File: src/rtl/fifo_arb_pkg.sv
// ---------------------------------------------------------------------------
// fifo_arb_pkg
// Shared types and constants for the fifo_top write-port arbiter.
//   arb_state_e : arbiter FSM states (IDLE = port free, BUSY = port owned)
//   PKT_CNT_W   : width of the completed-packet counter
//   idx_width() : bit width needed to index one of n requesters
// ---------------------------------------------------------------------------
package fifo_arb_pkg;

    typedef enum logic [0:0] {
        ST_IDLE = 1'b0,
        ST_BUSY = 1'b1
    } arb_state_e;

    localparam int PKT_CNT_W = 16;

    // Index width for n lanes; never below 1 so a 1-bit grant id always exists.
    function automatic int idx_width(input int n);
        int w;
        w = (n <= 1) ? 1 : $clog2(n);
        return w;
    endfunction

endpackage

File: src/rtl/fifo_wr_arbiter_rr_pick.sv
// ---------------------------------------------------------------------------
// rr_pick
// Purely combinational round-robin picker.
//   i_req     : NREQ-bit request vector
//   i_last_id : index of the previous winner; search starts just after it
//   o_any     : at least one request bit is set
//   o_pick_id : first set request scanning last_id+1, last_id+2, ... mod NREQ
// The request vector is doubled and shifted right so that the lane after
// last_id lands at bit 0; a priority encoder then finds the first set bit
// and the offset is mapped back to an absolute lane index.
// ---------------------------------------------------------------------------
module rr_pick #(
    parameter int NREQ = 4,
    parameter int IDW  = 2
) (
    input  logic [NREQ-1:0] i_req,
    input  logic [IDW-1:0]  i_last_id,
    output logic            o_any,
    output logic [IDW-1:0]  o_pick_id
);

    localparam logic [IDW+1:0] NREQ_W = (IDW+2)'(NREQ);

    logic [2*NREQ-1:0] w_dbl;
    logic [NREQ-1:0]   w_rot;
    logic [IDW+1:0]    w_start;
    logic [IDW+1:0]    w_k;
    logic [IDW+1:0]    w_sum;
    logic              w_found;

    // Rotate, priority-encode the lowest set bit, then fold back modulo NREQ.
    always_comb begin
        w_dbl   = {i_req, i_req};
        w_start = {2'b00, i_last_id} + {{(IDW+1){1'b0}}, 1'b1};
        w_rot   = NREQ'(w_dbl >> w_start);
        w_found = 1'b0;
        w_k     = '0;
        for (int k = 0; k < NREQ; k++) begin
            if (!w_found && w_rot[k]) begin
                w_found = 1'b1;
                w_k     = (IDW+2)'(k);
            end else begin
                w_found = w_found;
            end
        end
        // start <= NREQ and k < NREQ, so one subtraction is enough.
        w_sum = w_start + w_k;
        if (w_sum >= NREQ_W) begin
            w_sum = w_sum - NREQ_W;
        end else begin
            w_sum = w_sum;
        end
        o_any     = |i_req;
        o_pick_id = w_sum[IDW-1:0];
    end

endmodule

File: src/rtl/fifo_wr_arbiter.sv
// ---------------------------------------------------------------------------
// fifo_wr_arbiter
// Shares the fifo_top write port among NREQ packet requesters using
// round-robin arbitration with packet locking.
//   wclk, wrst_n : write clock, async active-low reset
//   cfg_en       : per-requester enable, looked at only when arbitrating
//   req_valid/last/data : per-lane beat, last flag and data (lane i at i*WSIZE)
//   req_ready    : lane i beat accepted this cycle
//   wfull        : fifo_top full flag (backpressure)
//   winc, wdata  : fifo_top write strobe and data
//   grant_valid  : port is owned (BUSY)
//   grant_id     : current / most recent owner
//   pkt_cnt      : packets completed since reset (wrapping)
// ---------------------------------------------------------------------------
module fifo_wr_arbiter
    import fifo_arb_pkg::*;
#(
    parameter  int WSIZE = 8,
    parameter  int NREQ  = 4,
    localparam int IDW   = idx_width(NREQ)
) (
    input  logic                  wclk,
    input  logic                  wrst_n,
    input  logic [NREQ-1:0]       cfg_en,
    input  logic [NREQ-1:0]       req_valid,
    input  logic [NREQ-1:0]       req_last,
    input  logic [NREQ*WSIZE-1:0] req_data,
    output logic [NREQ-1:0]       req_ready,
    input  logic                  wfull,
    output logic                  winc,
    output logic [WSIZE-1:0]      wdata,
    output logic                  grant_valid,
    output logic [IDW-1:0]        grant_id,
    output logic [PKT_CNT_W-1:0]  pkt_cnt
);

    localparam logic [IDW-1:0] LAST_ID_RST = IDW'(NREQ - 1);

    arb_state_e            r_state;
    logic [IDW-1:0]        r_grant_id;
    logic [IDW-1:0]        r_last_id;
    logic [PKT_CNT_W-1:0]  r_pkt_cnt;

    logic [NREQ-1:0]       w_elig;
    logic                  w_any;
    logic [IDW-1:0]        w_pick_id;
    logic                  w_owner_valid;
    logic                  w_owner_last;
    logic [WSIZE-1:0]      w_owner_data;
    logic                  w_last_beat;

    assign w_elig        = req_valid & cfg_en;
    assign w_owner_valid = req_valid[r_grant_id];
    assign w_owner_last  = req_last[r_grant_id];
    assign w_owner_data  = req_data[r_grant_id*WSIZE +: WSIZE];
    assign w_last_beat   = winc & w_owner_last;

    rr_pick #(
        .NREQ (NREQ),
        .IDW  (IDW)
    ) u_rr_pick (
        .i_req     (w_elig),
        .i_last_id (r_last_id),
        .o_any     (w_any),
        .o_pick_id (w_pick_id)
    );

    // Write-port mux: only the owner's lane reaches fifo_top, and only in BUSY.
    always_comb begin
        winc      = 1'b0;
        wdata     = '0;
        req_ready = '0;
        if (r_state == ST_BUSY) begin
            winc                  = w_owner_valid & ~wfull;
            wdata                 = w_owner_data;
            req_ready[r_grant_id] = ~wfull;
        end else begin
            winc      = 1'b0;
            wdata     = '0;
            req_ready = '0;
        end
    end

    // Arbiter FSM: grab the port in IDLE, release it after the owner's last beat.
    always_ff @(posedge wclk or negedge wrst_n) begin
        if (!wrst_n) begin
            r_state    <= ST_IDLE;
            r_grant_id <= '0;
            r_last_id  <= LAST_ID_RST;
            r_pkt_cnt  <= '0;
        end else begin
            case (r_state)
                ST_IDLE: begin
                    if (w_any) begin
                        r_grant_id <= w_pick_id;
                        r_state    <= ST_BUSY;
                    end else begin
                        r_state    <= ST_IDLE;
                    end
                end
                ST_BUSY: begin
                    // Grant survives wfull, dropped valid and cleared cfg_en.
                    if (w_last_beat) begin
                        r_state   <= ST_IDLE;
                        r_last_id <= r_grant_id;
                        r_pkt_cnt <= r_pkt_cnt + PKT_CNT_W'(1);
                    end else begin
                        r_state   <= ST_BUSY;
                    end
                end
                default: begin
                    r_state <= ST_IDLE;
                end
            endcase
        end
    end

    assign grant_valid = (r_state == ST_BUSY);
    assign grant_id    = r_grant_id;
    assign pkt_cnt     = r_pkt_cnt;

endmodule

File: config.mk
export PLATFORM = sky130hd
export DESIGN_NAME = fifo_wr_arbiter
export DESIGN_NICKNAME = d
export VERILOG_FILES = /design/src/rtl/fifo_arb_pkg.sv /design/src/rtl/fifo_wr_arbiter_rr_pick.sv /design/src/rtl/fifo_wr_arbiter.sv
export SDC_FILE = /design/constraint.sdc
export NUM_CORES = 1
export LEC_CHECK = 0
export ABC_AREA = 1
export CAP_MARGIN = 20
export CORE_MARGIN = 1
export CORE_UTILIZATION = 45
export CTS_CLUSTER_SIZE = 28
export DETAILED_ROUTE_END_ITERATION = 7
export GPL_TIMING_DRIVEN = 1
export PLACE_DENSITY = 0.95
export SYNTH_ARGS = -nofsm -noshare
export SYNTH_HDL_FRONTEND = slang
export SYNTH_SLANG_ARGS = --single-unit
File: constraint.sdc
create_clock -name wclk -period 5.2 [get_ports wclk]
set_input_delay 1.04 -clock wclk [delete_from_list [all_inputs] [get_ports wclk]]
set_output_delay 1.04 -clock wclk [all_outputs]
set_load 0.01 [all_outputs]
# == Yosys cells after proc, flatten, opt, wreduce, memory -nomap -nowiden ==
# Index checks and enable logic that the tools add are counted.
# word_totals
reg_bits,21
inputBits,47
output_inout_bits,32
# classes
add_sub_neg,4
magnitude_cmp,3
shifts,2
n_mux,19
bitwise_logic,6
reduce_logical,10
# ops
operator,n
32-bit by 6-bit variable part select with 8-bit output,1
"16-bit by 1-bit adder with 16-bit output, second input constant",1
1-bit 2-to-1 mux,10
4-bit AND,2
8-bit 2-to-1 mux,1
8-bit by 4-bit right shift with 4-bit output,1
2-bit 2-to-1 mux,3
3-bit by 2-bit adder with 4-bit output,1
1-bit binary-select mux with 2-bit select,2
"4-bit by 3-bit >= comparator with 1-bit output, second input constant",1
1-bit logical AND,4
4-bit 2-to-1 mux,1
2-bit AND reduction,2
4-bit OR reduction,1
"2-bit by 1-bit adder with 3-bit output, second input constant",1
1-bit zero test,3
"2-bit by 3-bit less-than comparator with 1-bit output, second input constant",1
1-bit AND,2
1-bit demux with 2-bit select,1
"2-bit by 1-bit >= comparator with 1-bit output, second input constant",1
1-bit NOT,2
1-bit case mux with 2 select lines,1
"2-bit by 1-bit subtractor with 2-bit output, second input constant",1

# == Longest topological paths before layout ==
# logic_depth
ltp_word,15
depth_mapped,13
depth_no_buf,13

# == Hierarchy ==
# Synthesis repeated with hierarchy kept, for this count alone.
# hier_totals
hier_cells,275
hier_area_um2,1746.7
# by_module_without_submodules
mod,instances,cells_per_inst,area_per_inst_um2,seq_area_each_um2
fifo_wr_arbiter,1,236,1557.7,528.0
rr_pick,1,39,188.9,0.0

# == Worst setup path before layout ==
# No wires, ideal clock.
# synth_timing
path_type,input -> output
start,in wfull
end,out req_ready[0]
arrival_time_ps,1661
path_slack_ps,2499
stages,3
path_buffers,0
path_cell_list,nor2_1 inv_1 nor3_1
# synth_between
elab_chain_cells,3
# synth_rtl
item,line,rtl
from (decl),fifo_wr_arbiter.sv:29,"input logic wfull,"
1-bit NOT,fifo_wr_arbiter.sv:76,req_ready[r_grant_id] = ~wfull;
4-bit AND (no line),--,
4-bit 2-to-1 mux,fifo_wr_arbiter.sv:73,if (r_state == ST_BUSY) begin
to (decl),fifo_wr_arbiter.sv:28,"output logic [NREQ-1:0] req_ready,"
# No other way between the ends.

# == Worst setup path after layout ==
# Same ends and word-level chain as after synthesis.

==> out/qor.json <==
{
  "worst_setup_path_startpoint": "wfull",
  "run_status": "complete, no violations",
  "die_width_um": 63.1,
  "avgSynthCellArea_um2": 6.64,
  "worst-slew-pin-transition_ns": 0.907,
  "global_route_wire_length_before_repair_um": 7950,
  "vias_per_cell": 5.01,
  "cells_taking_the_most_area_after_synthesis": "sky130_fd_sc_hd__dfrtp_1 28%, sky130_fd_sc_hd__nand2_1 26%, sky130_fd_sc_hd__nand3_1 4.8%",
  "cts_hold_buf": 0,
  "grt_setup_unrepaired": "no",
  "netlist.top_cell.by_area": "sky130_fd_sc_hd__dfrtp_1",
  "dr_wl_met3_um": 213,
  "crit_path_max_fanout": 4,
  "slew_headroom_pct": 39.4,
  "share_of_synthesized_area_occupied_by_flip_flops_and_latches_pct": 31.4,
  "rrSetupSlack_ns": 3.16,
  "cts.reportedPaths.clkPinSlew_ns": 0.08,
  "cts_root_buffer": "sky130_fd_sc_hd__clkbuf_8",
  "pre_cts_ws_ns": 1.59,
  "floorplan.die_area_um2": 3980,
  "worstHoldPathCells": 2,
  "detailroute.via_count": 1884,
  "post-cts-setup-buffers": 0,
  "wl_met2_um": 2410,
  "synth-edff-count": 0,
  "inserted_clock_buffers": 3,
  "final.min_clock_period_ns": 3.59,
  "setup-tns-final_ns": 0,
  "fillCellCount": 287,
  "combined_area_of_all_synthesized_cells_um2": 1680,
  "pin_count": 79,
  "buffer_ports.inserted": 78,
  "worst_ir_drop_vdd_mv": 0.217,
  "timing_worst_setup_path_type": "in2out",
  "final_nets": 380,
  "detail_route.drc_violations": 0,
  "fin_skew_ns": 0.00420,
  "hold_violations": 0,
  "worst_hold_startpoint": "grant_valid",
  "grt_pass1_vias": 1710,
  "synth.cells.most_frequent": "115 x sky130_fd_sc_hd__nand2_1, 19 x sky130_fd_sc_hd__dfrtp_1, 17 x sky130_fd_sc_hd__inv_1, 17 x sky130_fd_sc_hd__nor2_1, 16 x sky130_fd_sc_hd__nand3_1",
  "worst_r2r_startpoint": "grant_id[0]",
  "postSynthRegisterBits": 21,
  "timing.final.ws_setup_ns": 1.61,
  "detail_route.wirelength.met1_um": 2070,
  "worstRegToRegCells": 8,
  "worstSetupStartpointType": "primary input",
  "cts_tree": "yes",
  "postSynthCellCount": 253,
  "detailedRoute.firstIterationViolations": 110,
  "crit_path_end_kind": "output pin",
  "fin_area_um2": 2520,
  "die_height_um": 63.1,
  "insertedDiodeCount": 0,
  "drtAntennaViolNets": 0,
  "critPathArrivalTime_ns": 2.55,
  "grt.overflow.total": 0,
  "top_reg_cell_synth": "sky130_fd_sc_hd__dfrtp_1",
  "timing.fmax_ghz": 0.278,
  "flow.area_growth_from_synthesis_pct": 49.7,
  "ys_warn_count": 0,
  "final_setup_violating_endpoints": 0,
  "mappedNetlistNets": 302,
  "clock_latency_on_the_worst_skew_pair_ns": 0.26,
  "timing.max_cap.violations": 0,
  "start_util_pct": 48.4,
  "numClockSinks": 21,
  "grtUsageTotal_pct": 25.2,
  "p_leak_uw": 0.00112,
  "drt_pre_antenna_iters": 4,
  "cellPowerDensity_nw_per_um2": 390,
  "pin_count_of_the_biggest_net_entering_global_routing": 25,
  "yosysUniqueCellTypes": 28,
  "grt_antenna_before_repair": 0,
  "synthMostInstantiatedCell": "sky130_fd_sc_hd__nand2_1",
  "post_drt_wl_per_cell_um": 12.7,
  "worst-endpoint-required_ns": 4.16,
  "design.core.area_um2": 3470,
  "hold_end": "grant_valid",
  "hold_slack_ns": 0.527,
  "placementRows": 21,
  "htree_levels": 1,
  "clk_path_buf_depth": 2,
  "final_cycle_share_pct": 69.1,
  "worst_r2r_endpoint": "pkt_cnt[12]",
  "hpwlAfterDp_um": 3800,
  "worst_hold_path_type": "reg2reg",
  "routed_wl_um": 4770,
  "synth_async_sr_flop_share_pct": 100,
  "layout-drive-gt1-share_pct": 6.06,
  "maxUsedRoutingLayer": "met4",
  "gpl.final_weighted_congestion": 0.882,
  "dpl-instance-area_um2": 2470,
  "cts-resized-gates": 0,
  "synth.top_cell.area_share_pct": 28.3,
  "count_of_final_max_slew_check_failures": 0
}
## routing by layer
metal / vias up / GRT usage [%]
li1: 971 / -
met1: 852 / 33.7
met2: 53 / 42.7
met3: 8 / 3.44
met4: 0 / 5.52
met5: - / 0
## logic make-up (layout without fill, tap and decap cells)
group	count (synthesis)	count (layout)	share of synthesized area, %
AOI/OAI and AO/OA	28	28	11.8
xor gates and xnor gates	13	13	6.78
adders and majority gates	2	2	1.49
buffers and inverters	28	105	8.19
DFF	21	21	31.4
and+or+nand+nor	161	161	40.4
## worst max-delay path: stages
cell                              delay [ns]
sky130_fd_sc_hd__clkdlybuf4s50_1        0.40
sky130_fd_sc_hd__nor2_1                 0.26
sky130_fd_sc_hd__inv_1                  0.14
sky130_fd_sc_hd__nor3_1                 0.15
sky130_fd_sc_hd__clkdlybuf4s50_1        0.56
## through the flow
stage               total power, µW  std cells  util, %
finish                          982        376     72.5
global route                   1070        376     72.5
CTS                             986        376     72.5
detailed placement              880        372     71.2
global placement                860        372     71.2
floorplan                       629        253        -
## cells in the final DEF (no fill, tap or decap), types with 2 or more instances in the layout
cell type / synthesis / final
sky130_fd_sc_hd__o21ai_2: 4 / 4
sky130_fd_sc_hd__clkdlybuf4s50_1: 0 / 78
sky130_fd_sc_hd__xor2_1: 7 / 7
sky130_fd_sc_hd__nand2_1: 115 / 115
sky130_fd_sc_hd__nor2_1: 17 / 17
sky130_fd_sc_hd__a21oi_1: 2 / 2
sky130_fd_sc_hd__inv_1: 17 / 17
sky130_fd_sc_hd__clkbuf_8: 0 / 3
sky130_fd_sc_hd__nand3_1: 16 / 16
sky130_fd_sc_hd__dfstp_2: 2 / 2
sky130_fd_sc_hd__nand4_1: 4 / 4
sky130_fd_sc_hd__nor3_1: 4 / 4
sky130_fd_sc_hd__inv_2: 4 / 4
sky130_fd_sc_hd__o21ai_0: 2 / 2
sky130_fd_sc_hd__nor2_2: 2 / 2
sky130_fd_sc_hd__a22oi_1: 9 / 9
sky130_fd_sc_hd__dfrtp_1: 19 / 19
sky130_fd_sc_hd__a31oi_1: 8 / 8
sky130_fd_sc_hd__ha_1: 2 / 2
sky130_fd_sc_hd__xnor2_1: 6 / 6
## state kept, by name (all words and copies together) (netlist names)
register,flops
grant_id,2
pkt_cnt,16
grant_valid,1
r_last_id,2
## final cells by class
class / count / area, µm² / share of cell area [%]
clock buffers: 3 / 41.3 / 1.64
clock inverters: 1 / 5.00 / 0.199
inverters: 23 / 88.8 / 3.53
multi-input cells: 204 / 1010 / 40.3
flip-flops and latches: 21 / 528 / 21.0
well taps: 46 / 57.6 / 2.29
repair buffers: 78 / 781 / 31.0
## worst max path at each step
stage | cells past startpoint | slack, ns | endpoint
after floorplan | 3 | 2.50 | req_ready[0]
after global placement | 5 | 1.60 | req_ready[0]
after detailed placement | 5 | 1.59 | req_ready[0]
after CTS | 5 | 1.58 | req_ready[0]
after global routing | 5 | 1.45 | req_ready[0]
final | 5 | 1.61 | req_ready[0]
## report_power, final
group / internal, µW / total [µW] / switching [µW] / leakage (µW)
logic: 288 / 616 / 328 / 0.000817
clock network: 53.3 / 106 / 52.3 / 0.0000255
registers: 200 / 261 / 61.0 / 0.000276
(Power assumes the default switching activity.)
